`src/rtl/serial_cmp_pkg.sv`:
```
// Shared types for the bit-serial magnitude comparator: FSM states, decision encoding
// and the decision-to-G/E/L mapping.
package serial_cmp_pkg;

  typedef enum logic [1:0] {
    IDLE  = 2'd0,
    SHIFT = 2'd1,
    DONE  = 2'd2
  } state_e;

  typedef enum logic [1:0] {
    CMP_EQ = 2'd0,
    CMP_GT = 2'd1,
    CMP_LT = 2'd2
  } cmp_e;

  // {G, E, L} seen while idle after reset and right after an accepted start.
  localparam logic [2:0] GelReset = 3'b010;

  function automatic logic [2:0] cmp_to_gel(cmp_e c);
    case (c)
      CMP_GT:  return 3'b100;
      CMP_LT:  return 3'b001;
      default: return 3'b010;
    endcase
  endfunction

endpackage

```
`src/rtl/serial_magnitude_comparator_if.sv`:
```
// Handshake and result bundle between a serial bit source and the magnitude comparator.
interface serial_magnitude_comparator_if #(
  parameter int unsigned WIDTH = 4,
  parameter int unsigned CNT_W = $clog2(WIDTH + 1)
);

  logic             start;
  logic             bit_valid;
  logic             a_bit;
  logic             b_bit;
  logic             busy;
  logic             done;
  logic             G;
  logic             E;
  logic             L;
  logic [CNT_W-1:0] bits_seen;

  modport master (
    output start, bit_valid, a_bit, b_bit,
    input  busy, done, G, E, L, bits_seen
  );

  modport slave (
    input  start, bit_valid, a_bit, b_bit,
    output busy, done, G, E, L, bits_seen
  );

endinterface

```
`src/rtl/bit_cmp_cell.sv`:
```
// Next-decision logic for one accepted bit pair. Bit order is MSB first by default;
// defining SERIAL_CMP_LSB_FIRST_EN selects LSB-first (last difference wins).
module bit_cmp_cell
  import serial_cmp_pkg::*;
(
  input  cmp_e cur_i,
  input  logic a_bit_i,
  input  logic b_bit_i,
  output cmp_e nxt_o
);

  cmp_e diff;

  always_comb begin
    diff = a_bit_i ? CMP_GT : CMP_LT;
    nxt_o = cur_i;
`ifdef SERIAL_CMP_LSB_FIRST_EN
    // Higher-order bits arrive later, so any later difference overrides earlier ones.
    if (a_bit_i != b_bit_i) begin
      nxt_o = diff;
    end
`else
    // The first difference seen MSB-first decides the result for good.
    if ((cur_i == CMP_EQ) && (a_bit_i != b_bit_i)) begin
      nxt_o = diff;
    end
`endif
  end

endmodule

```
`src/rtl/serial_magnitude_comparator.sv`:
```
// Bit-serial magnitude comparator: FSM, bit counter and registered G/E/L result.
// Optional build macro SERIAL_CMP_LSB_FIRST_EN switches operand order to LSB first.
module serial_magnitude_comparator
  import serial_cmp_pkg::*;
#(
  parameter int unsigned WIDTH = 4
) (
  input logic                          clk,
  input logic                          rst_n,
  serial_magnitude_comparator_if.slave bus
);

  localparam int unsigned CNT_W = $clog2(WIDTH + 1);

  state_e           state_q, state_d;
  cmp_e             cmp_q, cmp_d, cmp_next;
  logic [CNT_W-1:0] cnt_q, cnt_d;
  logic [2:0]       gel_q, gel_d;
  logic             cnt_full;

  assign cnt_full = (cnt_q == CNT_W'(WIDTH));

  bit_cmp_cell u_bit_cmp_cell (
    .cur_i   (cmp_q),
    .a_bit_i (bus.a_bit),
    .b_bit_i (bus.b_bit),
    .nxt_o   (cmp_next)
  );

  always_comb begin
    state_d = state_q;
    cmp_d   = cmp_q;
    cnt_d   = cnt_q;
    gel_d   = gel_q;
    unique case (state_q)
      IDLE: begin
        if (bus.start) begin
          state_d = SHIFT;
          cmp_d   = CMP_EQ;
          cnt_d   = '0;
          gel_d   = GelReset;
        end
      end
      SHIFT: begin
        // One settle cycle after the last pair keeps done exactly WIDTH+1 cycles after start.
        if (cnt_full) begin
          state_d = DONE;
          gel_d   = cmp_to_gel(cmp_q);
        end else if (bus.bit_valid) begin
          cmp_d = cmp_next;
          cnt_d = cnt_q + CNT_W'(1);
        end
      end
      DONE: begin
        state_d = IDLE;
      end
      default: begin
        state_d = IDLE;
      end
    endcase
  end

  always_ff @(posedge clk or negedge rst_n) begin
    if (!rst_n) begin
      state_q <= IDLE;
      cmp_q   <= CMP_EQ;
      cnt_q   <= '0;
      gel_q   <= GelReset;
    end else begin
      state_q <= state_d;
      cmp_q   <= cmp_d;
      cnt_q   <= cnt_d;
      gel_q   <= gel_d;
    end
  end

  assign bus.busy      = (state_q == SHIFT);
  assign bus.done      = (state_q == DONE);
  assign bus.G         = gel_q[2];
  assign bus.E         = gel_q[1];
  assign bus.L         = gel_q[0];
  assign bus.bits_seen = cnt_q;

endmodule

```
`src/flat_wrapper.sv`:
```
// flat-port wrapper written by rule: the top's interface ports become plain ports
module serial_magnitude_comparator_flat import serial_cmp_pkg::*;
#(
  parameter int unsigned WIDTH = 4
)
  (clk, rst_n, bus_start, bus_bit_valid, bus_a_bit, bus_b_bit, bus_busy, bus_done, bus_G, bus_E, bus_L, bus_bits_seen);
  serial_magnitude_comparator_if #(.WIDTH(WIDTH)) bus_i ();
  input logic clk;
  input logic rst_n;
  input wire logic [$bits(bus_i.start)-1:0] bus_start;
  input wire logic [$bits(bus_i.bit_valid)-1:0] bus_bit_valid;
  input wire logic [$bits(bus_i.a_bit)-1:0] bus_a_bit;
  input wire logic [$bits(bus_i.b_bit)-1:0] bus_b_bit;
  output wire logic [$bits(bus_i.busy)-1:0] bus_busy;
  output wire logic [$bits(bus_i.done)-1:0] bus_done;
  output wire logic [$bits(bus_i.G)-1:0] bus_G;
  output wire logic [$bits(bus_i.E)-1:0] bus_E;
  output wire logic [$bits(bus_i.L)-1:0] bus_L;
  output wire logic [$bits(bus_i.bits_seen)-1:0] bus_bits_seen;
  assign bus_i.start = bus_start;
  assign bus_i.bit_valid = bus_bit_valid;
  assign bus_i.a_bit = bus_a_bit;
  assign bus_i.b_bit = bus_b_bit;
  assign bus_busy = bus_i.busy;
  assign bus_done = bus_i.done;
  assign bus_G = bus_i.G;
  assign bus_E = bus_i.E;
  assign bus_L = bus_i.L;
  assign bus_bits_seen = bus_i.bits_seen;
  serial_magnitude_comparator #(.WIDTH(WIDTH)) u_core (.clk(clk), .rst_n(rst_n), .bus(bus_i));
endmodule
```
`config.mk`:
```
export PLATFORM = sky130hd
export DESIGN_NAME = serial_magnitude_comparator_flat
export DESIGN_NICKNAME = d
export VERILOG_FILES = /design/src/rtl/serial_cmp_pkg.sv /design/src/rtl/serial_magnitude_comparator_if.sv /design/src/rtl/bit_cmp_cell.sv /design/src/rtl/serial_magnitude_comparator.sv /design/src/flat_wrapper.sv
export SDC_FILE = /design/constraint.sdc
export NUM_CORES = 1
export LEC_CHECK = 0
export ABC_AREA = 1
export CAP_MARGIN = 20
export CORE_MARGIN = 1
export CORE_UTILIZATION = 33
export CTS_CLUSTER_DIAMETER = 30
export DETAILED_ROUTE_END_ITERATION = 8
export PLACE_DENSITY = 0.6
export SLEW_MARGIN = 10
export SYNTH_ARGS = -nofsm -noshare
export SYNTH_HDL_FRONTEND = slang
export SYNTH_SLANG_ARGS = --single-unit
```
`constraint.sdc`:
```
create_clock -name clk -period 1.4 [get_ports clk]
set_input_delay 0.14 -clock clk [delete_from_list [all_inputs] [get_ports clk]]
set_output_delay 0.14 -clock clk [all_outputs]
set_load 0.01 [all_outputs]
```
==> impl_metrics.ini, run 1 <==
[die]
initial_core_util_pct = 37.1
core_area_mm2 = 0.00159
chipWidth_um = 44.4
die_y_um = 44.4
top_level_ports = 14
rows = 14
die_area_mm2 = 0.00197

[power]
power.leakage_nw = 0.443
vdd_drop_max_v = 0.00103
powerDensity_mw_per_mm2 = 1950
finalPower_mw = 1.59

[timing]
finalClockSkew_ns = 0.00438
tns_ns = 0
fmax_ghz = 0.745
hold_ws_ns = 0.193
setup_viol = 0
min_period_over_period_pct = 95.9
tightest_slew_ns = 0.470
drv_slew = 0
hold_viol = 0
slew_headroom_pct = 68.6
rsz0062_at_grt = true
min_period_ns = 1.34

[final_layout]
area_growth_pct = 37.2
multi_input_area_um2 = 277
final_cell_area_um2 = 812
layoutNonFillerInstCount = 121
register_area_um2 = 251
fillers = 162
drive_gt1_share_pct = 17.5
diodes = 0
nets = 109

[global_routing]
grt_pass1_vias = 489
grt_usage_pct = 15.0
grt_pass1_wl_mm = 2.07
grt_overflow = 0
grt_max_degree = 11
antenna_found_initial = 0

[clocking]
path_clk_slew_ns = 0.07
cts_root_buf = clkbuf_4
clockBufferDepth = 2
cts_buffers = 3
worstSkewPairLatency_ns = 0.27
cts_tree = yes
htreeDepth = 1
cts_sinks = 10

[route]
drtIter0Drc = 0
ant_nets = 0
drc = 0
first_pass_iters = 1
via_per_inst = 4.27
via_count = 517
wire_per_inst_um = 9.62
routed_wl_mm = 1.16

[placement]
port_buffers = 13
gp_congestion = 0.740
dp_hpwl_um = 917
placed_area_um2 = 759
dp.cells = 115

[synthesis]
synth_compound_area_share_pct = 9.09
ys_ff_latch = 10
synth_xor_area_share_pct = 1.48
synth_simple_gate_area_share_pct = 24.9
synth_cell_type_count = 18
yosysWarnings = 0
synth_area_um2 = 592
muxShareOfSynthArea_pct = 0
syn_nets = 88
synth_top_family_by_area = simple AND/OR/NAND/NOR gates
synthAdderAreaFrac_pct = 10.6
syn_inst = 77
synth-seq-area-share_pct = 42.5
synth.avg_cell_area_um2 = 7.69

[critical_path]
critPathTopFamily = buffers and inverters
critPathKind = register to output port
critPathSlowestCell = clkdlybuf4s50_1
end_kind = output port
worstPathArrival_ns = 1.20
path_cells = clkdlybuf4s50_1
critPathLaunchType = register
max_stage_delay_ns = 0.55
crit_fanout = 4
cp.buffers_inverters = 1
worst_ep_required_time_ns = 1.26

[worst_hold_path]
hp-class = input port to asynchronous set/reset pin

[run_status]
status = finished clean

[job]
drv_cap = 0
==> layer usage <==
layer | global-route usage [%] | share of wire (%) | routed length, um
met4 | 6.67 | 1.7 | 20
met2 | 22.1 | 46 | 532
met3 | 6.53 | 4.3 | 50
met1 | 18.9 | 48 | 560
met5 | 0 | 0 | 0
==> layout make-up <==
type / count / share of cell area, %
Timing Repair Buffer: 16 / 18.5
Tap cell: 24 / 3.70
Clock buffer: 4 / 4.47
Sequential cell: 10 / 31.0
Multi-Input combinational cell: 49 / 34.1
Inverter: 18 / 8.32
==> sequential cells by signal, summed over array words and instances, names as in the netlist <==
register,flops
u_core.bus.bits_seen,3
u_core.gel_q,3
u_core.cmp_q,2
u_core.state_q,2
==> Yosys cell counts <==
cell type	n	share of area, %
xnor2_1	1	1.5
dfstp_2	1	4.4
or2_2	1	1.1
o21ai_0	6	5.1
nor2_4	1	1.9
nand4_1	1	1.1
o21ai_1	2	1.7
nand3_1	3	2.5
inv_1	16	10
inv_2	2	1.3
a21oi_1	1	0.84
nand2_1	18	11
dfrtp_1	9	38
nor2_1	6	3.8
nand2_2	2	2.1
ha_1	5	11
o21ai_2	1	1.5
nor2_2	1	1.1
==> worst reg2reg max path, stage by stage (launching register included) <==
cell,delay (ns)
dfrtp_1,0.36
inv_1,0.07
ha_1,0.21
nand2_2,0.10
inv_1,0.08
nor2_4,0.11
nand4_1,0.11
nand2_1,0.09
inv_1,0.04
==> what timing repair did <==
action                                  4_1_cts  5_1_grt
hold buffers                                  0        0
endpoints found under the setup margin        4        5
setup buffers                                 1        1
gates resized for setup                       3        2
==> placed cells by master (no fill, tap or decap) <==
| master | synthesis | routed |
|---|---|---|
| nand2_1 | 18 | 18 |
| inv_1 | 16 | 16 |
| clkdlybuf4s50_1 | 0 | 10 |
| dfrtp_1 | 9 | 9 |
| nor2_1 | 6 | 6 |
| o21ai_0 | 6 | 6 |
| ha_1 | 5 | 5 |
| nand3_1 | 3 | 3 |
| clkbuf_4 | 0 | 3 |
| buf_4 | 0 | 3 |
| inv_2 | 2 | 2 |
| nand2_2 | 2 | 2 |
| o21ai_2 | 1 | 2 |
| dlygate4sd2_1 | 0 | 2 |
| nor2_4 | 1 | 1 |
| or2_2 | 1 | 1 |
| nand4_1 | 1 | 1 |
| o21ai_1 | 2 | 1 |
| nor2_2 | 1 | 1 |
| xnor2_1 | 1 | 1 |
| a21oi_1 | 1 | 1 |
| clkbuf_8 | 0 | 1 |
| clkdlybuf4s15_1 | 0 | 1 |
| dfstp_2 | 1 | 1 |
==> metrics by stage <==
stage | worst slack (ns) | utilization [%]
after floorplan | 0.173 | -
after global placement | 0.135 | 47.6
after detailed placement | 0.110 | 47.6
after CTS | 0.0539 | 50.2
after global routing | 0.00487 | 50.9
final | 0.0578 | 50.9
==> kinds of logic (layout without fill, tap and decap cells) <==
logic type,after synthesis,after routing
DFF,10,10
xor gates and xnor gates,1,1
buffers and inverters,18,38
adders and majority gates,5,5
and+or+nand+nor,33,33
AOI/OAI and AO/OA,10,10
==> worst paths after layout <==
kind	to	cells after the start	slack, ns	start
worst max register to register	u_core.cmp_q[0]	8	0.14	u_core.bus.bits_seen[0]
worst min-delay path	u_core.gel_q[0]	1	0.19	rst_n
worst min register to register	u_core.gel_q[1]	2	0.49	u_core.gel_q[1]
worst max-delay path	bus_bits_seen[1]	1	0.06	u_core.bus.bits_seen[1]
min in group clk	u_core.gel_q[1]	2	0.49	u_core.gel_q[1]
max in group asynchronous	u_core.gel_q[1]	1	0.86	rst_n
==> where the power goes <==
part           internal (mW)  switching [mW]
Sequential             0.416          0.0803
Clock                  0.158           0.101
Combinational          0.378           0.452
Total                  0.952           0.633
Note: power is estimated with default switching activity, not from simulation.
==> run 2, diff against run 1 <==
--- a/config.mk
+++ b/config.mk
@@ -5,13 +5,11 @@
 export SDC_FILE = /design/constraint.sdc
 export NUM_CORES = 1
 export LEC_CHECK = 0
-export ABC_AREA = 1
-export CAP_MARGIN = 20
 export CORE_MARGIN = 1
 export CORE_UTILIZATION = 33
 export CTS_CLUSTER_DIAMETER = 30
 export DETAILED_ROUTE_END_ITERATION = 8
-export PLACE_DENSITY = 0.6
+export PLACE_DENSITY = 0.59
 export SLEW_MARGIN = 10
 export SYNTH_ARGS = -nofsm -noshare
 export SYNTH_HDL_FRONTEND = slang
==> run 2 against run 1 <==
Power up 10%. First-iteration DRC count rose by 14. Sequential share of layout area is 4.1 points lower. Die area is 5.0% higher. Flip-flop and latch count did not move. Global-route usage increased by 2.8 points. Critical endpoint is now u_core.cmp_q[1]. Largest power group unchanged.
==> impl_metrics.ini, run 2 <==
[run_status]
status = finished clean

[critical_path]
crit_fanout = 3
worst_ep_required_time_ns = 1.59
r2r-end = u_core.cmp_q[1]
r2r_slack_ns = 0.04
r2r_cells = 5
critPathLaunchType = register
end_kind = register
critPathKind = register to register
cp-startpoint = u_core.cmp_q[0]
worstPathArrival_ns = 1.55
r2r-start = u_core.cmp_q[0]

[timing]
finalClockSkew_ns = 0.00403
rsz0062_at_grt = true
fmax_ghz = 0.733
setup_viol = 0
drv_slew = 0
min_period_over_period_pct = 97.4
slew_headroom_pct = 68.1
tightest_slew_ns = 0.477
hold_ws_ns = 0.199
hold_viol = 0
min_period_ns = 1.36

[final_layout]
nets = 109
drive_gt1_share_pct = 32.0
area_growth_pct = 52.6
final_cell_mix = 15 x buf_4, 10 x nand2_1, 8 x clkdlybuf4s50_1, 6 x dfrtp_1
final_common_cell = buf_4
fin_util_pct = 54.5
fillers = 162
diodes = 0

[die]
initial_core_util_pct = 35.7
rows = 15
die_y_um = 45.5
core_area_mm2 = 0.00175
top_level_ports = 14
chipWidth_um = 45.5
die_area_mm2 = 0.00207

[synthesis]
synth_cell_type_count = 31
async_flop_share_pct = 100
ys_top_cells_by_count = 10 x nand2_1, 9 x dfrtp_1, 6 x inv_1, 5 x ha_1, 4 x o21ai_0
syn_nets = 76
synth-seq-area-share_pct = 40.4
syn_inst = 65
synth.avg_cell_area_um2 = 9.59
synth_largest_area_cell = dfrtp_1
synth_edf_count = 0
yosysWarnings = 0
synth_flop_cell = dfrtp_1
ys_ff_latch = 10
yosysMostFrequentCell = nand2_1
yosysTopAreaCellShare_pct = 36.1
synth_area_um2 = 623
synthTopCellsByArea = dfrtp_1 36%, ha_1 10%, nand2_1 6.0%

[route]
drt-met1-wl_um = 736
drc = 0
via_per_inst = 4.99
wl_met2_um = 732
ant_nets = 0
drtIter0Drc = 14
wire_per_inst_um = 12.9
met3_wirelength_um = 86
via_count = 609
routed.top_layer = met4
first_pass_iters = 4
routed_wl_mm = 1.57

[power]
power.leakage_nw = 0.430
vdd_drop_max_v = 0.000859
powerDensity_mw_per_mm2 = 1840

[clocking]
cts_buffers = 3
path_clk_slew_ns = 0.07
cts_tree = yes
hold_buffers = 0
htreeDepth = 1
clockBufferDepth = 2
cts_sinks = 10
cts_root_buf = clkbuf_4
worstSkewPairLatency_ns = 0.26

[global_routing]
grt_pass1_wl_mm = 2.54
grt_usage_pct = 17.7
grt_overflow = 0
antenna_found_initial = 0
grt_pass1_vias = 564
grt_max_degree = 11

[job]
drv_cap = 0

[worst_hold_path]
hp-class = input port to asynchronous set/reset pin

[placement]
gp_congestion = 0.691
port_buffers = 13
dp_hpwl_mm = 1.16
run 2: stage by stage:
| stage | setup slack (ns) | cells | power [mW] | TNS [ns] | cell area, um2 |
|---|---|---|---|---|---|
| 3_3_place_gp | -0.0312 | 116 | 1.48 | -0.0456 | 888 |
| 4_1_cts | 0.0128 | 121 | 1.69 | 0 | 921 |
| 5_1_grt | -0.00361 | 122 | 1.90 | -0.00361 | 951 |
| 3_5_place_dp | -0.0415 | 116 | 1.49 | -0.0961 | 888 |
| 2_1_floorplan | 0.0378 | 65 | 0.988 | 0 | 629 |
| 6_report | 0.0358 | 122 | 1.75 | 0 | 951 |
run 2: metal layers:
layer,global-route usage (%),vias to the layer above
li1,-,300
met1,22.7,290
met4,5.45,0
met3,5.95,2
met2,28.0,17
met5,0,-
run 2: cell type report:
cell class | count | area, um2 | share of cell area (%)
sequential | 10 | 255 | 26.8
multi-input combinational | 49 | 379 | 39.9
clock buffer | 4 | 26.3 | 2.76
inverter | 6 | 22.5 | 2.37
tap | 25 | 31.3 | 3.29
timing repair buffer | 28 | 236 | 24.9
run 2: worst max-delay path by stage:
stage	cells after the start	end
final	5	u_core.cmp_q[1]
after global routing	5	u_core.cmp_q[1]
after CTS	1	bus_bits_seen[2]
after detailed placement	4	u_core.cmp_q[1]
after global placement	4	u_core.cmp_q[0]
after floorplan	5	u_core.cmp_q[1]
run 2: power breakdown:
part	internal, mW	total, mW	switching (mW)	leakage (nW)
logic	0.537	1.02	0.483	0.296
clock network	0.110	0.208	0.0983	0.0150
registers	0.424	0.523	0.0985	0.120
total	1.07	1.75	0.679	0.430
run 2: timing repair:
item	CTS	global route
gates resized for setup	9	3
setup endpoints to repair	7	4
buffers inserted	1	1
cloned	0	0
run 2: worst max-delay path, stage by stage (launching register included):
cell	delay, ns
dfrtp_1	0.41
inv_2	0.10
ha_4	0.14
nand2_1	0.07
or4_4	0.49
o211ai_2	0.07
run 2: cells by family (layout without fill, tap and decap cells):
group	count (synthesis)	count (layout)	synth area share, %
buf+inv	6	38	3.61
compound gates	16	16	18.5
flops	10	10	40.4
fa+ha+maj	5	5	10.0
simple gates	27	27	25.9
mux	1	1	1.61
==> patch, RTL diff (config.mk and constraints of run 1) <==
`WIDTH` is set to 4 in 3 places; all go to 2.
--- a/src/rtl/serial_magnitude_comparator_if.sv
+++ b/src/rtl/serial_magnitude_comparator_if.sv
@@ -1,5 +1,5 @@
 // Handshake and result bundle between a serial bit source and the magnitude comparator.
 interface serial_magnitude_comparator_if #(
-  parameter int unsigned WIDTH = 4,
+  parameter int unsigned WIDTH = 2,
   parameter int unsigned CNT_W = $clog2(WIDTH + 1)
 );
--- a/src/rtl/serial_magnitude_comparator.sv
+++ b/src/rtl/serial_magnitude_comparator.sv
@@ -4,5 +4,5 @@
   import serial_cmp_pkg::*;
 #(
-  parameter int unsigned WIDTH = 4
+  parameter int unsigned WIDTH = 2
 ) (
   input logic                          clk,
--- a/src/flat_wrapper.sv
+++ b/src/flat_wrapper.sv
@@ -2,5 +2,5 @@
 module serial_magnitude_comparator_flat import serial_cmp_pkg::*;
 #(
-  parameter int unsigned WIDTH = 4
+  parameter int unsigned WIDTH = 2
 )
   (clk, rst_n, bus_start, bus_bit_valid, bus_a_bit, bus_b_bit, bus_busy, bus_done, bus_G, bus_E, bus_L, bus_bits_seen);
Ports: changed (resized bus_bits_seen); port bits go from 14 to 13. The function was not compared with the original's and may differ.
==> patch against run 1 <==
- via count decreased by 17%
- sequential cell count decreased by 1
- worst setup slack got worse by 0.013 ns
- worst hold slack worse by 0.0032 ns
- wire length shrank 22%
- design area fell by 18%
- clock skew barely moved
- area after synthesis down 18%
- total power shrank 20%
- synthesized cell count shrank 19%
- largest power group unchanged
==> patch: results (changes against run 1) <==
- 13.8% — share of final-layout standard cells stronger than drive strength 1, -3.8 points
- 15.1% — fraction of met1 tracks used by global routing, -3.9 points
- 358 — vias in the first global route, -27%
- 5 — largest fanout on the critical path, +1
- 3.96% — clock network contribution to total cell area, -0.51 points
- 0.17 ns — Register-to-Register Setup Slack, +0.03 ns
- 10.3% — Synth Area in Adders, -0.26 points
- dfrtp_1 41%, nand2_1 16%, ha_1 10%, inv_1 7.0%, dfstp_2 5.4% — cell types with the largest area share after synthesis
- 0.25 ns — clock latency on the worst-skew pair, -0.02 ns
- 0.433 ns — slew of the pin with the lowest slew margin, -0.0366 ns
- 131 — fillcell total, -19%
- 698 um — half-perimeter wire length after placement, -24%
- 13.6% — global router's overall resource usage, -1.4 points
- dfrtp_1 — prevailing post-synth register cell
- 0.000618 V — Peak VDD IR, -40%
- bus_busy — endpoint of the most critical setup path
- 1370 um — first-pass GRT wire length, -34%
- finished clean — result of the run
- 5.00% — met3 Usage GRT, -1.5 points
- 72 — Synth Net Count, -18%
- 34.2% — sequential fraction of total cell area, +3.2 points
- 0 — Syn. warnings, unchanged
- 20.0% — Non-clock buffers, area share, +1.5 points
- 14 — synth unique cells, -4
- 3 — number of buffers created by CTS, unchanged
- 11 — Signal inverters, -7
- 42 — multi-input gates, -14%
- 46.6% — proportion of synthesized chip area in sequential cells, +4.2 points
- 0.505 mW — Net Sw Power, -20%
- 624 um^2 — Cell Area, Placed, -18%
- 10 — pin count of the biggest net entering global routing, -1
- 91 — number of nets in the finished design, -17%
- 0.702 — placer congestion estimate, -5.1%
- 427 — total via count in the routed design, -17%
- dfrtp_1 — Slowest cell on crit path
- 4 — initial detailed-routing violation count, +4
- 0.190 ns — hold slack, -0.00320 ns
- 12 — total of buffers placed on input and output ports, -1
- 21.0% — met2 routing resource usage after global routing, -1.0 points
- 21 x nand2_1, 9 x inv_1, 8 x dfrtp_1, 5 x nor2_1 — Synth top cells by count
- 0.356 nW — reported leakage power, -19%
- 9 — CTS Sinks, -1
- 218 um^2 — multi-input logic area, -21%
- 32.8% — fraction of standard cell area in multi-input logic, -1.2 points
- 0.39 ns — longest individual stage delay on the worst path, -0.16 ns
- 4.12% — Synth Area in Compound Gates, -5.0 points
- 14 — Signal buffers, -2
- 905 um — total detailed-routing wirelength, -22%
## patch: layer usage
metal | up-vias | wire length (um)
met5 | - | 0
met3 | 2 | 34
met4 | 0 | 19
met1 | 189 | 469
li1 | 226 | -
met2 | 10 | 381
## patch: power by group through the flow
stage | Combinational (mW) | Sequential, mW | Clock (mW)
5_1_grt | 0.727 | 0.445 | 0.219
6_report | 0.638 | 0.431 | 0.197
3_3_place_gp | 0.618 | 0.441 | 0
4_1_cts | 0.645 | 0.432 | 0.204
2_1_floorplan | 0.360 | 0.459 | 0
3_5_place_dp | 0.626 | 0.447 | 0
## patch: through the flow
step	instances	setup WS, ns
floorplan	62	0.216
global placement	89	0.110
detailed placement	89	0.0942
CTS	95	0.0365
global route	95	0.00419
finish	95	0.0451
## patch: what timing repair did
item	in CTS	in global routing
buffers inserted	2	0
hold endpoints to repair	0	0
setup endpoints to repair	3	1
gates cloned	0	0
resized for setup	3	1
